**src/rtl/adder_seq_arbiter.sv**
```systemverilog
// adder_seq_arbiter
// -----------------
// Nibble-serial add/subtract engine. Two requesters share one 4-bit
// ripple-carry adder slice. A round-robin arbiter picks a requester. Its
// operands are captured, then the slice processes them one nibble per cycle,
// least-significant nibble first. The carry is held in a register between
// nibble steps.
//
// Ports:
//   clk, rst_n                 clock, asynchronous active-low reset
//   req0_valid/ready/a/b/sub   requester 0 operation (sub=1 -> A-B)
//   req1_valid/ready/a/b/sub   requester 1 operation
//   res_valid/ready            result handshake (registered valid)
//   res_sum, res_cout, res_id  result word, final carry, issuing requester
//   o_dbg_state                current FSM state (IDLE=0, RUN=1, DONE=2)
//
// Handshake semantics (all three ports): a transfer happens on a rising
// edge where valid and ready are both 1. reqN_ready is only ever asserted
// alongside reqN_valid, and only in IDLE. res_valid stays high with the
// result held stable until the consumer takes it with res_ready.

module adder_seq_arbiter #(
  parameter  int NIBBLES = 4,
  localparam int W       = 4 * NIBBLES
) (
  input  logic         clk,
  input  logic         rst_n,
  input  logic         req0_valid,
  output logic         req0_ready,
  input  logic [W-1:0] req0_a,
  input  logic [W-1:0] req0_b,
  input  logic         req0_sub,
  input  logic         req1_valid,
  output logic         req1_ready,
  input  logic [W-1:0] req1_a,
  input  logic [W-1:0] req1_b,
  input  logic         req1_sub,
  output logic         res_valid,
  input  logic         res_ready,
  output logic [W-1:0] res_sum,
  output logic         res_cout,
  output logic         res_id,
  output logic [1:0]   o_dbg_state
);

  localparam int KW = (NIBBLES > 1) ? $clog2(NIBBLES) : 1;

  typedef enum logic [1:0] {
    S_IDLE = 2'd0,
    S_RUN  = 2'd1,
    S_DONE = 2'd2
  } state_t;

  state_t         r_state;
  state_t         w_next_state;
  logic           r_prio;
  logic [KW-1:0]  r_k;
  logic           r_carry;
  logic [W-1:0]   r_a;
  logic [W-1:0]   r_b;
  logic           r_sub;
  logic           r_res_valid;
  logic [W-1:0]   r_res_sum;
  logic           r_res_cout;
  logic           r_res_id;

  logic           w_grant0;
  logic           w_grant1;
  logic           w_accept;
  logic           w_acc_id;
  logic           w_last;
  logic [3:0]     w_x;
  logic [3:0]     w_b_nib;
  logic [3:0]     w_y;
  logic           w_cin;
  logic [3:0]     w_s;
  logic [4:0]     w_c;
  logic           w_cout;

  // Arbitration: a lone valid requester wins; on a tie the priority
  // pointer decides. rst_n gates ready so nothing is accepted in reset.
  assign w_grant0   = req0_valid & (~req1_valid | ~r_prio);
  assign w_grant1   = req1_valid & (~req0_valid |  r_prio);
  assign req0_ready = (r_state == S_IDLE) & w_grant0 & rst_n;
  assign req1_ready = (r_state == S_IDLE) & w_grant1 & rst_n;
  assign w_accept   = req0_ready | req1_ready;
  assign w_acc_id   = req1_ready;

  assign w_last = (r_k == KW'(NIBBLES - 1));

  // Select the current nibble of the captured operands.
  always_comb begin
    w_x     = '0;
    w_b_nib = '0;
    for (int i = 0; i < NIBBLES; i++) begin
      if (r_k == KW'(i)) begin
        w_x     = r_a[4*i +: 4];
        w_b_nib = r_b[4*i +: 4];
      end
    end
  end

  // Subtraction is A + ~B + 1; the +1 is the carry register preloaded with sub.
  assign w_y   = r_sub ? ~w_b_nib : w_b_nib;
  assign w_cin = r_carry;

  // Shared 4-bit ripple-carry slice.
  always_comb begin
    w_c    = '0;
    w_s    = '0;
    w_c[0] = w_cin;
    for (int i = 0; i < 4; i++) begin
      w_s[i]   = w_x[i] ^ w_y[i] ^ w_c[i];
      w_c[i+1] = (w_x[i] & w_y[i]) | (w_x[i] & w_c[i]) | (w_y[i] & w_c[i]);
    end
  end
  assign w_cout = w_c[4];

  // FSM state register.
  always_ff @(posedge clk or negedge rst_n) begin
    if (!rst_n) begin
      r_state <= S_IDLE;
    end else begin
      r_state <= w_next_state;
    end
  end

  // FSM next-state logic.
  always_comb begin
    w_next_state = r_state;
    case (r_state)
      S_IDLE:  if (w_accept)  w_next_state = S_RUN;
      S_RUN:   if (w_last)    w_next_state = S_DONE;
      S_DONE:  if (res_ready) w_next_state = S_IDLE;
      default: w_next_state = S_IDLE;
    endcase
  end

  // Datapath: operand capture, nibble stepping, result hold.
  always_ff @(posedge clk or negedge rst_n) begin
    if (!rst_n) begin
      r_prio      <= 1'b0;
      r_k         <= '0;
      r_carry     <= 1'b0;
      r_a         <= '0;
      r_b         <= '0;
      r_sub       <= 1'b0;
      r_res_valid <= 1'b0;
      r_res_sum   <= '0;
      r_res_cout  <= 1'b0;
      r_res_id    <= 1'b0;
    end else begin
      case (r_state)
        S_IDLE: begin
          if (w_accept) begin
            r_a      <= w_acc_id ? req1_a   : req0_a;
            r_b      <= w_acc_id ? req1_b   : req0_b;
            r_sub    <= w_acc_id ? req1_sub : req0_sub;
            r_carry  <= w_acc_id ? req1_sub : req0_sub;
            r_res_id <= w_acc_id;
            r_k      <= '0;
            // The requester just served drops to lowest priority.
            r_prio   <= ~w_acc_id;
          end
        end
        S_RUN: begin
          for (int i = 0; i < NIBBLES; i++) begin
            if (r_k == KW'(i)) r_res_sum[4*i +: 4] <= w_s;
          end
          r_carry <= w_cout;
          if (w_last) begin
            r_k         <= '0;
            r_res_cout  <= w_cout;
            r_res_valid <= 1'b1;
          end else begin
            r_k <= r_k + KW'(1);
          end
        end
        S_DONE: begin
          if (res_ready) r_res_valid <= 1'b0;
        end
        default: ;
      endcase
    end
  end

  assign res_valid   = r_res_valid;
  assign res_sum     = r_res_sum;
  assign res_cout    = r_res_cout;
  assign res_id      = r_res_id;
  assign o_dbg_state = r_state;

endmodule

```
**config.mk**
```make
export PLATFORM = sky130hd
export DESIGN_NAME = adder_seq_arbiter
export DESIGN_NICKNAME = d
export VERILOG_FILES = /design/src/rtl/adder_seq_arbiter.sv
export SDC_FILE = /design/constraint.sdc
export NUM_CORES = 1
export LEC_CHECK = 0
export ABC_CLOCK_PERIOD_IN_PS = 6450
export CORE_MARGIN = 2
export CORE_UTILIZATION = 35
export CTS_CLUSTER_DIAMETER = 120
export DETAILED_ROUTE_END_ITERATION = 16
export SLEW_MARGIN = 20
export SYNTH_ARGS = -nofsm -noshare
export SYNTH_HDL_FRONTEND = slang
export SYNTH_SLANG_ARGS = --single-unit
```
**constraint.sdc**
```tcl
create_clock -name clk -period 6.45 [get_ports clk]
set_clock_uncertainty 0.2 [all_clocks]
set_input_delay 1.29 -clock clk [delete_from_list [all_inputs] [get_ports clk]]
set_output_delay 1.29 -clock clk [all_outputs]
set_load 0.02 [all_outputs]
```
# Yosys cells after proc, flatten, opt, wreduce, memory -nomap -nowiden
# Cells that the tools add are included.
# classes
addsub	1
n_eq_ne	8
muxes	24
bitwise	42
n_reduce_logical	12
# ops
op	count
2-to-1 mux 4 bit	9
2-to-1 mux 16 bit	2
AND 1 bit	18
AND reduction 2 bit	6
bitwise OR 1 bit	11
2-to-1 mux 2 bit	5
XOR 1 bit	8
equality test 2 bit (second input constant)	3
!= test 2 bit (second input constant)	3
one-hot mux 2 bit (3 select lines)	1
AND reduction 3 bit	2
equality test 2 x 1 -> 1 bit (second input constant)	2
logical NOT 2 bit	2
2-to-1 mux 1 bit	4
NOT 1 bit	4
NOT 4 bit	1
one-hot mux 1 bit (2 select lines)	2
one-hot mux 2 bit (2 select lines)	1
nonzero test 2 bit	2
adder 2 x 1 -> 2 bit (second input constant)	1
# word_totals
reg_bits	58
input_bits	71
out_inout_bits	23
wordCells	101

# Depth between registers and ports, before layout
# Gate-level depths: netlist of run 1.
# logic_depth
ltp_word	20
depth_mapped	14
depth_no_buf	13

# Least setup slack after synthesis of run 1
# OpenSTA, ideal clock, no wires.
# synth_timing
kind	register to register
start	register r_k[0]
end	register r_res_sum[15] (netlist: res_sum[15])
setup_time_ns	0.125
arrival_ns	3.258
required_time_ns	6.125
slack_ns	2.867
path_stages_with_launch	14
n_path_buf	1
period_less_slack_ns	3.583
path_cell_list	dfrtp_1 inv_1 ha_1 clkbuf_1 nor2_1 o211ai_1 o221ai_1 xnor2_1 fa_1 fa_1 fa_1 inv_1 fa_1 mux2_2
# synth_between
elab_chain_cells	17
word_cells_on_any_way	32
classes_between	eq/ne: 3; mux: 9; bitwise: 18; reduce/logical: 2
# synth_rtl
item	line_no	source
start, declared	57	logic [KW-1:0] r_k;
start signal, assigned	176	r_k <= r_k + KW'(1);
logical NOT 2 bit	96	if (r_k == KW'(i)) begin
2-to-1 mux 4 bit (4 in series)	96	
NOT 4 bit	104	assign w_y = r_sub ? ~w_b_nib : w_b_nib;
2-to-1 mux 4 bit	104	
AND 1 bit	114	w_c[i+1] = (w_x[i] & w_y[i]) | (w_x[i] & w_c[i]) | (w_y[i] & w_c[i]);
bitwise OR 1 bit (2 in series)	114	
AND 1 bit	114	
bitwise OR 1 bit (2 in series)	114	
AND 1 bit	114	
bitwise OR 1 bit (2 in series)	114	
XOR 1 bit (*)	113	w_s[i] = w_x[i] ^ w_y[i] ^ w_c[i];
net w_s[3]	76	logic [3:0] w_s;
end signal, assigned by index	168	if (r_k == KW'(i)) r_res_sum[4*i +: 4] <= w_s;
end, declared	63	logic [W-1:0] r_res_sum;
# The timed path passes the listed nets; every way through them passes the cells marked *.
# A chain may end at the register's enable or synchronous reset.

# Worst setup path in the final report of run 1
# layout_timing
start	input port req1_valid
end	output port req0_ready
# layout_between
elab_chain_cells	5
# layout_rtl
item	line_no	source
start, declared	33	input logic req1_valid,
NOT 1 bit	82	assign w_grant0 = req0_valid & (~req1_valid | ~r_prio);
bitwise OR 1 bit	82	
AND 1 bit	82	
AND 1 bit (2 in series)	84	assign req0_ready = (r_state == S_IDLE) & w_grant0 & rst_n;
end, declared	29	output logic req0_ready,
# No other way between the ends.

==> results.json, run 1 <==
{
  "synthToLayoutAreaGrowth_pct": 41.23,
  "cp_max_fo": 34,
  "synthesis.area_um2": 2840,
  "worst_setup_path_start_kind": "input port",
  "post_synth_num_cell_types": 29,
  "grt_pass1_wl_um": 11770,
  "fmax_ghz": 0.1920,
  "fp.dieW_um": 94.08,
  "path_class": "in -> out",
  "dr.pass1.iters": 4,
  "antenna_found_initial": 0,
  "synth_cells": 310,
  "ys_ff_latch": 58,
  "clkSlewWorstSetupHoldPaths_ps": 50,
  "synthXorXnorAreaFrac_pct": 1.233,
  "dpl.hpwl_um": 5219,
  "synth_top_area_cell": "dfrtp_1",
  "clockBufferDepth": 2,
  "max_cap_viol_count": 0,
  "worst_slew_pin_slew_ps": 886.2,
  "async_reset_ff_share_pct": 100.0,
  "power.internal_mw": 1.235,
  "synth-compound-area-share_pct": 20.66,
  "initial_core_util_pct": 36.38,
  "ir_drop_v": 0.0002135,
  "p_per_area_nw_per_um2": 522.7,
  "io_pins": 94,
  "ant_nets": 0,
  "cts_sinks": 58,
  "core_um2": 7807,
  "grt.overflow.total": 0,
  "status": "complete, no violations",
  "synth_mux_area_share_pct": 1.982,
  "fp.dieArea_um2": 8851,
  "yosys.cell_count.top_type": "a21oi_1",
  "cts_setup_buffers": 0,
  "cts_buffers": 9,
  "tns_ps": 0,
  "crit_start": "req1_valid",
  "required_ps": 4960,
  "cts_resized": 0,
  "synth-simple-area-share_pct": 14.93,
  "final_nets": 479,
  "fin_crit_sh_pct": 80.75,
  "slew_viol_final": 0,
  "num_rows": 32,
  "drt_iter0_markers": 150,
  "synth_area_leaders": "dfrtp_1 (51%), a21oi_1 (11%), nand2_1 (7.8%)",
  "worstReg2RegEnd": "res_sum[7]",
  "holdBufCountCts": 0,
  "vias": 2558,
  "route.detailed.drc": 0,
  "synth_fa_ha_area_share_pct": 4.581,
  "r2r_start": "r_k[0]",
  "slew_headroom_pct": 40.53,
  "min-delay-path-class": "reg -> reg",
  "n_antenna_cell": 0,
  "final_core_util_pct": 51.38,
  "nFillCells": 730,
  "wl_um": 7177,
  "grt_pass1_vias": 2474,
  "swShare_pct": 41.09,
  "yosysSeqAreaShare_pct": 51.10,
  "grtUsageTotal_pct": 17.06,
  "ys_top_cells_by_count": "a21oi_1 (60), nand2_1 (59), dfrtp_1 (58)",
  "period_minus_slack_ps": 5208,
  "crit_end": "req0_ready",
  "leakage_nw": 1.762,
  "post_drt_via_cell_ratio": 5.065,
  "power_frac_comb_pct": 52.6,
  "synth_edf_count": 0,
  "die_h_um": 94.08,
  "crit_path_end_kind": "output pin",
  "rsz0062_at_grt": "false",
  "tritoncts": "done",
  "grt_start_max_net_pins": 60,
  "syn_avg_cell_area_um2": 9.162,
  "r2r_slack_ps": 2610,
  "gp_congestion": 0.7471,
  "clock_latency_ps": 330,
  "p_clk_share_pct": 15.5,
  "setup_viol": 0,
  "io_buffers": 93,
  "h-tree-depth": 3,
  "drive_above_1_share_pct": 6.700,
  "synth_warnings": 0,
  "seqPwrFrac_pct": 31.9,
  "wire_per_inst_um": 14.21,
  "yosys.area.top_type_share_pct": 51.10,
  "synth_fp_nets": 389,
  "synth_top_family_by_area": "compound AO/OA/AOI/OAI gates",
  "root_buffer": "clkbuf_8",
  "dominantRegCellSynth": "dfrtp_1",
  "ff2ff_path_depth": 11,
  "finalHoldViolations": 0,
  "power_switching_mw": 0.8616,
  "worstPathArrival_ps": 3720
}
-- critical path, stage by stage --
cell,delay [ps]
clkdlybuf4s50_1,470
nand2_1,100
nand3_2,470
inv_2,650
clkdlybuf4s50_1,710
-- placed cells by master (no fill, tap or decap), drive strengths merged, types with 3 or more instances in the layout --
master	instances
a222oi	8
nand2	59
ha	4
nor2b	3
clkdlybuf4s50	92
a21oi	60
o21ai	17
o31ai	3
fa	4
clkbuf	11
dfrtp	58
a22oi	4
nor2	28
xnor2	4
inv	18
mux2	5
buf	3
o22ai	3
nand3	5
-- layer usage --
layer	vias to the layer above	wire length (um)	global-route usage (%)
met5	-	0	0
met4	0	52	6.039
met3	5	509	3.371
met2	94	3363	25.54
met1	1209	3252	24.56
li1	1250	-	-
-- power groups by stage --
stage / Sequential, mW / Clock [mW] / Combinational (mW)
after global routing: 0.687 / 0.351 / 1.25
after floorplan: 0.714 / 0 / 0.667
after detailed placement: 0.672 / 0 / 1.11
after global placement: 0.670 / 0 / 1.10
after CTS: 0.668 / 0.332 / 1.12
final: 0.668 / 0.326 / 1.10
-- state kept, by name (all words and copies together), names as in the netlist --
name	count
res_cout	1
res_sum	16
r_sub	1
r_prio	1
r_a	16
o_dbg_state	2
r_k	2
res_id	1
res_valid	1
r_carry	1
r_b	16
-- how the worst min path moves through the flow --
stage / to / cells after the start / from
after floorplan: r_a[15] / 2 / r_a[15]
after CTS: res_sum[9] / 2 / res_sum[9]
after global placement: res_sum[10] / 2 / res_sum[10]
after detailed placement: res_sum[9] / 2 / res_sum[9]
final: res_sum[14] / 2 / res_sum[14]
after global routing: res_sum[9] / 2 / res_sum[9]
-- logic make-up (layout without fill, tap and decap cells) --
| group | after synthesis | after routing |
|---|---|---|
| AOI/OAI and AO/OA | 101 | 101 |
| xor gates and xnor gates | 4 | 4 |
| DFF | 58 | 58 |
| buffers and inverters | 34 | 127 |
| adders and majority gates | 8 | 8 |
| and+or+nand+nor | 100 | 100 |
| muxes | 5 | 5 |
-- cell type report --
type	count	area (um^2)	share of cell area (%)
Timing Repair Buffer	95	940.9	23.46
Clock buffer	11	151.4	3.774
Tap cell	102	127.6	3.182
Multi-Input combinational cell	218	1232	30.72
Clock inverter	3	40.04	0.9981
Sequential cell	58	1451	36.18
Inverter	18	67.56	1.684
-- through the flow --
stage                     cells  instance area [um^2]  worst slack [ps]  hold WS, ps  power, mW
final                       505                  4011              1242        276.3      2.097
after global routing        505                  4011              1057        297.1      2.286
after CTS                   505                  4011              1196        283.3      2.115
after detailed placement    491                  3820              1195        270.1      1.785
after global placement      491                  3820              1281        260.5      1.770
after floorplan             310                  2840              2867        256.6      1.381
No activity file was read; power rests on OpenSTA's default activity.
==> run 2: changes to the inputs <==
--- a/config.mk
+++ b/config.mk
@@ -5,7 +5,7 @@
 export SDC_FILE = /design/constraint.sdc
 export NUM_CORES = 1
 export LEC_CHECK = 0
-export ABC_CLOCK_PERIOD_IN_PS = 6450
+export ABC_CLOCK_PERIOD_IN_PS = 5010
 export CORE_MARGIN = 2
 export CORE_UTILIZATION = 35
 export CTS_CLUSTER_DIAMETER = 120
==> constraint.sdc (replaced) <==
create_clock -name clk -period 5.01 [get_ports clk]
set_clock_uncertainty 0.2 [all_clocks]
set_input_delay 1.002 -clock clk [delete_from_list [all_inputs] [get_ports clk]]
set_output_delay 1.002 -clock clk [all_outputs]
set_load 0.02 [all_outputs]
==> run 2 against run 1 <==
Sequential power up 29%; worst setup slack got worse by 250 ps; sequential cell count unchanged; critical path depth did not move; critical endpoint unchanged; routed wire length up 1.2%; combinational power is 30% higher.
==> results.json, run 2 (synthesis gave the netlist of run 1 again) <==
{
  "status": "complete, no violations",
  "setup_ws_ps": 990.1,
  "rsz0062_at_grt": "false",
  "ant_nets": 0,
  "io_pins": 94,
  "min_path_cells": 2,
  "tritoncts": "done",
  "holdBufCountCts": 0,
  "root_buffer": "clkbuf_8",
  "clock_latency_ps": 320,
  "required_ps": 3810,
  "final_common_cell": "clkdlybuf4s50_1",
  "synthToLayoutAreaGrowth_pct": 41.01,
  "core_um2": 7807,
  "period_minus_slack_ps": 4020,
  "post_drt_via_cell_ratio": 4.945,
  "antenna_found_initial": 0,
  "fin_crit_sh_pct": 80.24,
  "finalHoldViolations": 0,
  "crit_path_end_kind": "output pin",
  "leakage_nw": 1.763,
  "min-delay-path-class": "reg -> reg",
  "grt.overflow.total": 0,
  "ir_drop_v": 0.0002647,
  "worst_slew_pin_slew_ps": 884.9,
  "nFillCells": 749,
  "ff2ff_path_depth": 11,
  "dpl.hpwl_um": 5316,
  "cts_sinks": 58,
  "worst_setup_path_start_kind": "input port",
  "r2r_slack_ps": 1180,
  "slew_headroom_pct": 40.61,
  "grt_pass1_wl_um": 11920,
  "drt_iter0_markers": 142,
  "cp_max_fo": 34,
  "n_antenna_cell": 0,
  "vias": 2512,
  "clkSlewWorstSetupHoldPaths_ps": 60,
  "tns_ps": 0,
  "min_to": "res_sum[8]",
  "r2r_start": "r_k[0]",
  "clockBufferDepth": 2,
  "place_ws_ps": 972.1,
  "h-tree-depth": 3,
  "fp.dieArea_um2": 8851,
  "route.detailed.drc": 0,
  "fmax_ghz": 0.2488,
  "grt_pass1_vias": 2542,
  "worstPathArrival_ps": 2820,
  "path_class": "in -> out",
  "fp.dieW_um": 94.08,
  "num_rows": 32,
  "grt_start_max_net_pins": 60,
  "wl_um": 7263,
  "drive_above_1_share_pct": 7.143,
  "gp_congestion": 0.7857,
  "initial_core_util_pct": 36.38,
  "crit_start": "req1_valid",
  "layout_common_cells": "clkdlybuf4s50_1 (92), a21oi_1 (60), nand2_1 (59)",
  "p_per_area_nw_per_um2": 664.4,
  "cts_resized": 0,
  "wire_per_inst_um": 14.30,
  "max_cap_viol_count": 0,
  "setup_viol": 0,
  "cts_buffers": 9,
  "grtUsageTotal_pct": 17.29,
  "io_buffers": 93,
  "die_h_um": 94.08,
  "final_nets": 481,
  "slew_viol_final": 0,
  "cts_setup_buffers": 0,
  "worstReg2RegEnd": "res_sum[11]",
  "worstHoldStart": "res_sum[8]",
  "dr.pass1.iters": 4
}
run 2: worst max-delay path by stage:
stage,to,depth (start not counted)
final,req0_ready,5
after global routing,req0_ready,5
after CTS,req0_ready,5
after detailed placement,req0_ready,5
after global placement,req0_ready,5
after floorplan,res_sum[15],13
run 2: routing by layer:
layer / up-vias / GRT usage [%] / part of all wire, %
met5: - / 0 / 0
met4: 0 / 7.246 / 0.78
met3: 7 / 2.889 / 5.9
met2: 96 / 26.07 / 46
met1: 1160 / 24.59 / 48
li1: 1249 / - / -
run 2: critical path, stage by stage:
cell	delay (ps)
clkdlybuf4s50_1	470
nand2_1	100
nand3_2	90
inv_2	430
clkdlybuf4s50_1	710
run 2: per-stage QoR:
step / power (mW) / utilization [%] / cell area, um^2 / hold WS [ps] / cells
after floorplan: 1.777 / - / 2840 / 256.6 / 310
after global placement: 2.280 / 49.12 / 3835 / 260.6 / 493
after detailed placement: 2.311 / 49.12 / 3835 / 270.4 / 493
after CTS: 2.690 / 51.30 / 4005 / 283.9 / 508
after global routing: 2.899 / 51.30 / 4005 / 305.6 / 508
final: 2.661 / 51.30 / 4005 / 277.9 / 508
run 2: final cells by class:
cell class,count,area (um^2),share of cell area [%]
clock inverter,3,15.01,0.3749
timing repair buffer,97,955.9,23.87
inverter,18,67.56,1.687
clock buffer,12,155.1,3.874
sequential,58,1451,36.24
multi-input combinational,218,1232,30.77
tap,102,127.6,3.186
run 2: power by group:
part | total (mW) | switching (mW) | internal [mW]
sequential | 0.865 | 0.157 | 0.708
combinational | 1.43 | 0.789 | 0.638
clock | 0.369 | 0.167 | 0.201
==> run 3: changes to the inputs <==
--- a/config.mk
+++ b/config.mk
@@ -5,11 +5,12 @@
 export SDC_FILE = /design/constraint.sdc
 export NUM_CORES = 1
 export LEC_CHECK = 0
-export ABC_CLOCK_PERIOD_IN_PS = 5010
+export ABC_CLOCK_PERIOD_IN_PS = 3200
 export CORE_MARGIN = 2
 export CORE_UTILIZATION = 35
 export CTS_CLUSTER_DIAMETER = 120
 export DETAILED_ROUTE_END_ITERATION = 16
+export PLACE_DENSITY = 0.66
 export SLEW_MARGIN = 20
 export SYNTH_ARGS = -nofsm -noshare
 export SYNTH_HDL_FRONTEND = slang
==> constraint.sdc (replaced) <==
create_clock -name clk -period 3.2 [get_ports clk]
set_clock_uncertainty 0.2 [all_clocks]
set_input_delay 0.64 -clock clk [delete_from_list [all_inputs] [get_ports clk]]
set_output_delay 0.64 -clock clk [all_outputs]
set_load 0.02 [all_outputs]
==> run 3 against run 2 <==
Largest cell class unchanged; sequential share of layout area down 1.6 points; design area up 4.7%; the flow now finishes with violations (negative setup slack); hold slack about the same; critical endpoint is now res_sum[7]; combinational power up 76%; cell count up 3.0%; global-route usage up 0.80 points; first-iteration DRC count up 18%; sequential cell count unchanged; clock-buffer cell count down 1; routed wire length up 5.6%; highest routed layer unchanged; worst setup slack worse by 1100 ps.
==> results.json, run 3 (synthesis gave the netlist of run 1 again) <==
{
  "wire_per_inst_um": 14.66,
  "fp.dieArea_um2": 8851,
  "layout_common_cells": "clkdlybuf4s50_1 (92), a21oi_1 (60), nand2_1 (58), dfrtp_1 (58), nor2_1 (27)",
  "cp_max_fo": 4,
  "holdBufCountCts": 0,
  "r2r_start": "r_k[0]",
  "max_cap_viol_count": 0,
  "ant_nets": 0,
  "period_minus_slack_ps": 3353,
  "tns_ps": -584.0,
  "drive_above_1_share_pct": 13.78,
  "status": "finished, violations left",
  "wl_um": 7667,
  "r2r_slack_ps": -150,
  "dr.pass1.iters": 5,
  "num_rows": 32,
  "clockBufferDepth": 2,
  "fmax_ghz": 0.2982,
  "ff2ff_path_depth": 11,
  "initial_core_util_pct": 36.38,
  "grt_pass1_vias": 2612,
  "slew_headroom_pct": 50.72,
  "fin_area_um2": 4193,
  "leakage_nw": 1.843,
  "placed_area_um2": 3966,
  "ir_drop_v": 0.0004363,
  "vias": 2625,
  "dpl.hpwl_um": 5736,
  "final_common_cell": "clkdlybuf4s50_1",
  "route.detailed.drc": 0,
  "core_um2": 7807,
  "fp.dieW_um": 94.08,
  "n_antenna_cell": 0,
  "grtUsageTotal_pct": 18.09,
  "finalPower_mw": 4.414,
  "clkSlewWorstSetupHoldPaths_ps": 60,
  "nFillCells": 740,
  "io_buffers": 93,
  "grt_pass1_wl_um": 12470,
  "violations": "negative setup slack",
  "synthToLayoutAreaGrowth_pct": 47.62,
  "die_h_um": 94.08,
  "grt_start_max_net_pins": 60,
  "final_nets": 496,
  "required_ps": 3210,
  "path_class": "reg -> reg",
  "antenna_found_initial": 0,
  "slew_viol_final": 0,
  "post_drt_via_cell_ratio": 5.019,
  "fin_crit_sh_pct": 104.8,
  "worst_setup_path_start_kind": "register",
  "final_core_util_pct": 53.70,
  "tritoncts": "done",
  "root_buffer": "clkbuf_8",
  "min-delay-path-class": "in -> async",
  "setup_ws_ps": -153.1,
  "clock_latency_ps": 330,
  "place_ws_ps": -201.5,
  "worstPathArrival_ps": 3360,
  "io_pins": 94,
  "cts_buffers": 9,
  "finalHoldViolations": 0,
  "grt.overflow.total": 0,
  "gp_congestion": 0.8972,
  "p_per_area_nw_per_um2": 1053,
  "drt_iter0_markers": 168,
  "dp.cells": 506,
  "rsz0062_at_grt": "true",
  "setup_viol": 4,
  "h-tree-depth": 3,
  "holdWs_ps": 277.6,
  "final_cells": 523,
  "crit_path_end_kind": "register",
  "cts_sinks": 58,
  "worstReg2RegEnd": "res_sum[7]",
  "worst_slew_pin_slew_ps": 739.3
}
==> run 3: changes by cell type in the layout (fill, tap and decap cells not counted), sizes merged <==
| cell | change |
|---|---|
| clkinv | +1 |
| clkbuf | -1 |
| buf | +15 |
==> run 3: worst max path at each step <==
stage,from,endpoint,slack (ps),depth (start not counted)
floorplan,r_k[0],res_sum[11],-160,13
global placement,r_k[0],res_sum[11],-140,12
detailed placement,r_k[0],res_sum[7],-200,12
CTS,r_k[0],res_sum[3],-150,11
global route,r_k[0],res_sum[7],-250,12
finish,r_k[0],res_sum[7],-150,11
==> run 3: cell type report <==
class,count,area (um^2),share of cell area (%)
Clock buffer,11,131.4,3.133
Sequential cell,58,1451,34.62
Multi-Input combinational cell,218,1315,31.36
Clock inverter,4,20.02,0.4775
Tap cell,102,127.6,3.044
Inverter,18,67.56,1.611
Timing Repair Buffer,112,1080,25.75
==> run 3: routing by layer <==
| metal | vias up | GRT usage, % | part of all wire (%) |
|---|---|---|---|
| li1 | 1281 | - | - |
| met1 | 1268 | 23.95 | 44 |
| met5 | - | 0 | 0 |
| met2 | 69 | 29.82 | 50 |
| met3 | 7 | 3.210 | 4.4 |
| met4 | 0 | 6.280 | 1.2 |
==> run 3: where the power goes <==
| part | switching (mW) | total, mW | internal [mW] |
|---|---|---|---|
| Clock | 0.267 | 0.538 | 0.271 |
| Sequential | 0.256 | 1.36 | 1.11 |
| Combinational | 1.29 | 2.51 | 1.22 |
| Total | 1.82 | 4.41 | 2.60 |
==> run 3: worst max-delay path, cell delays in order, from the launching register on <==
cell and delay [ps]:
dfrtp_1 420, buf_6 140, ha_4 160, o211ai_1 170, o221ai_1 150, xnor2_1 170
fa_2 340, fa_2 350, fa_2 350, inv_2 60, fa_2 450, mux2_2 280
==> run 3: timing repair <==
action,CTS,global route
endpoints found under the setup margin,5,5
pin swaps,3,4
buffers inserted,1,1
gates resized for setup,8,7
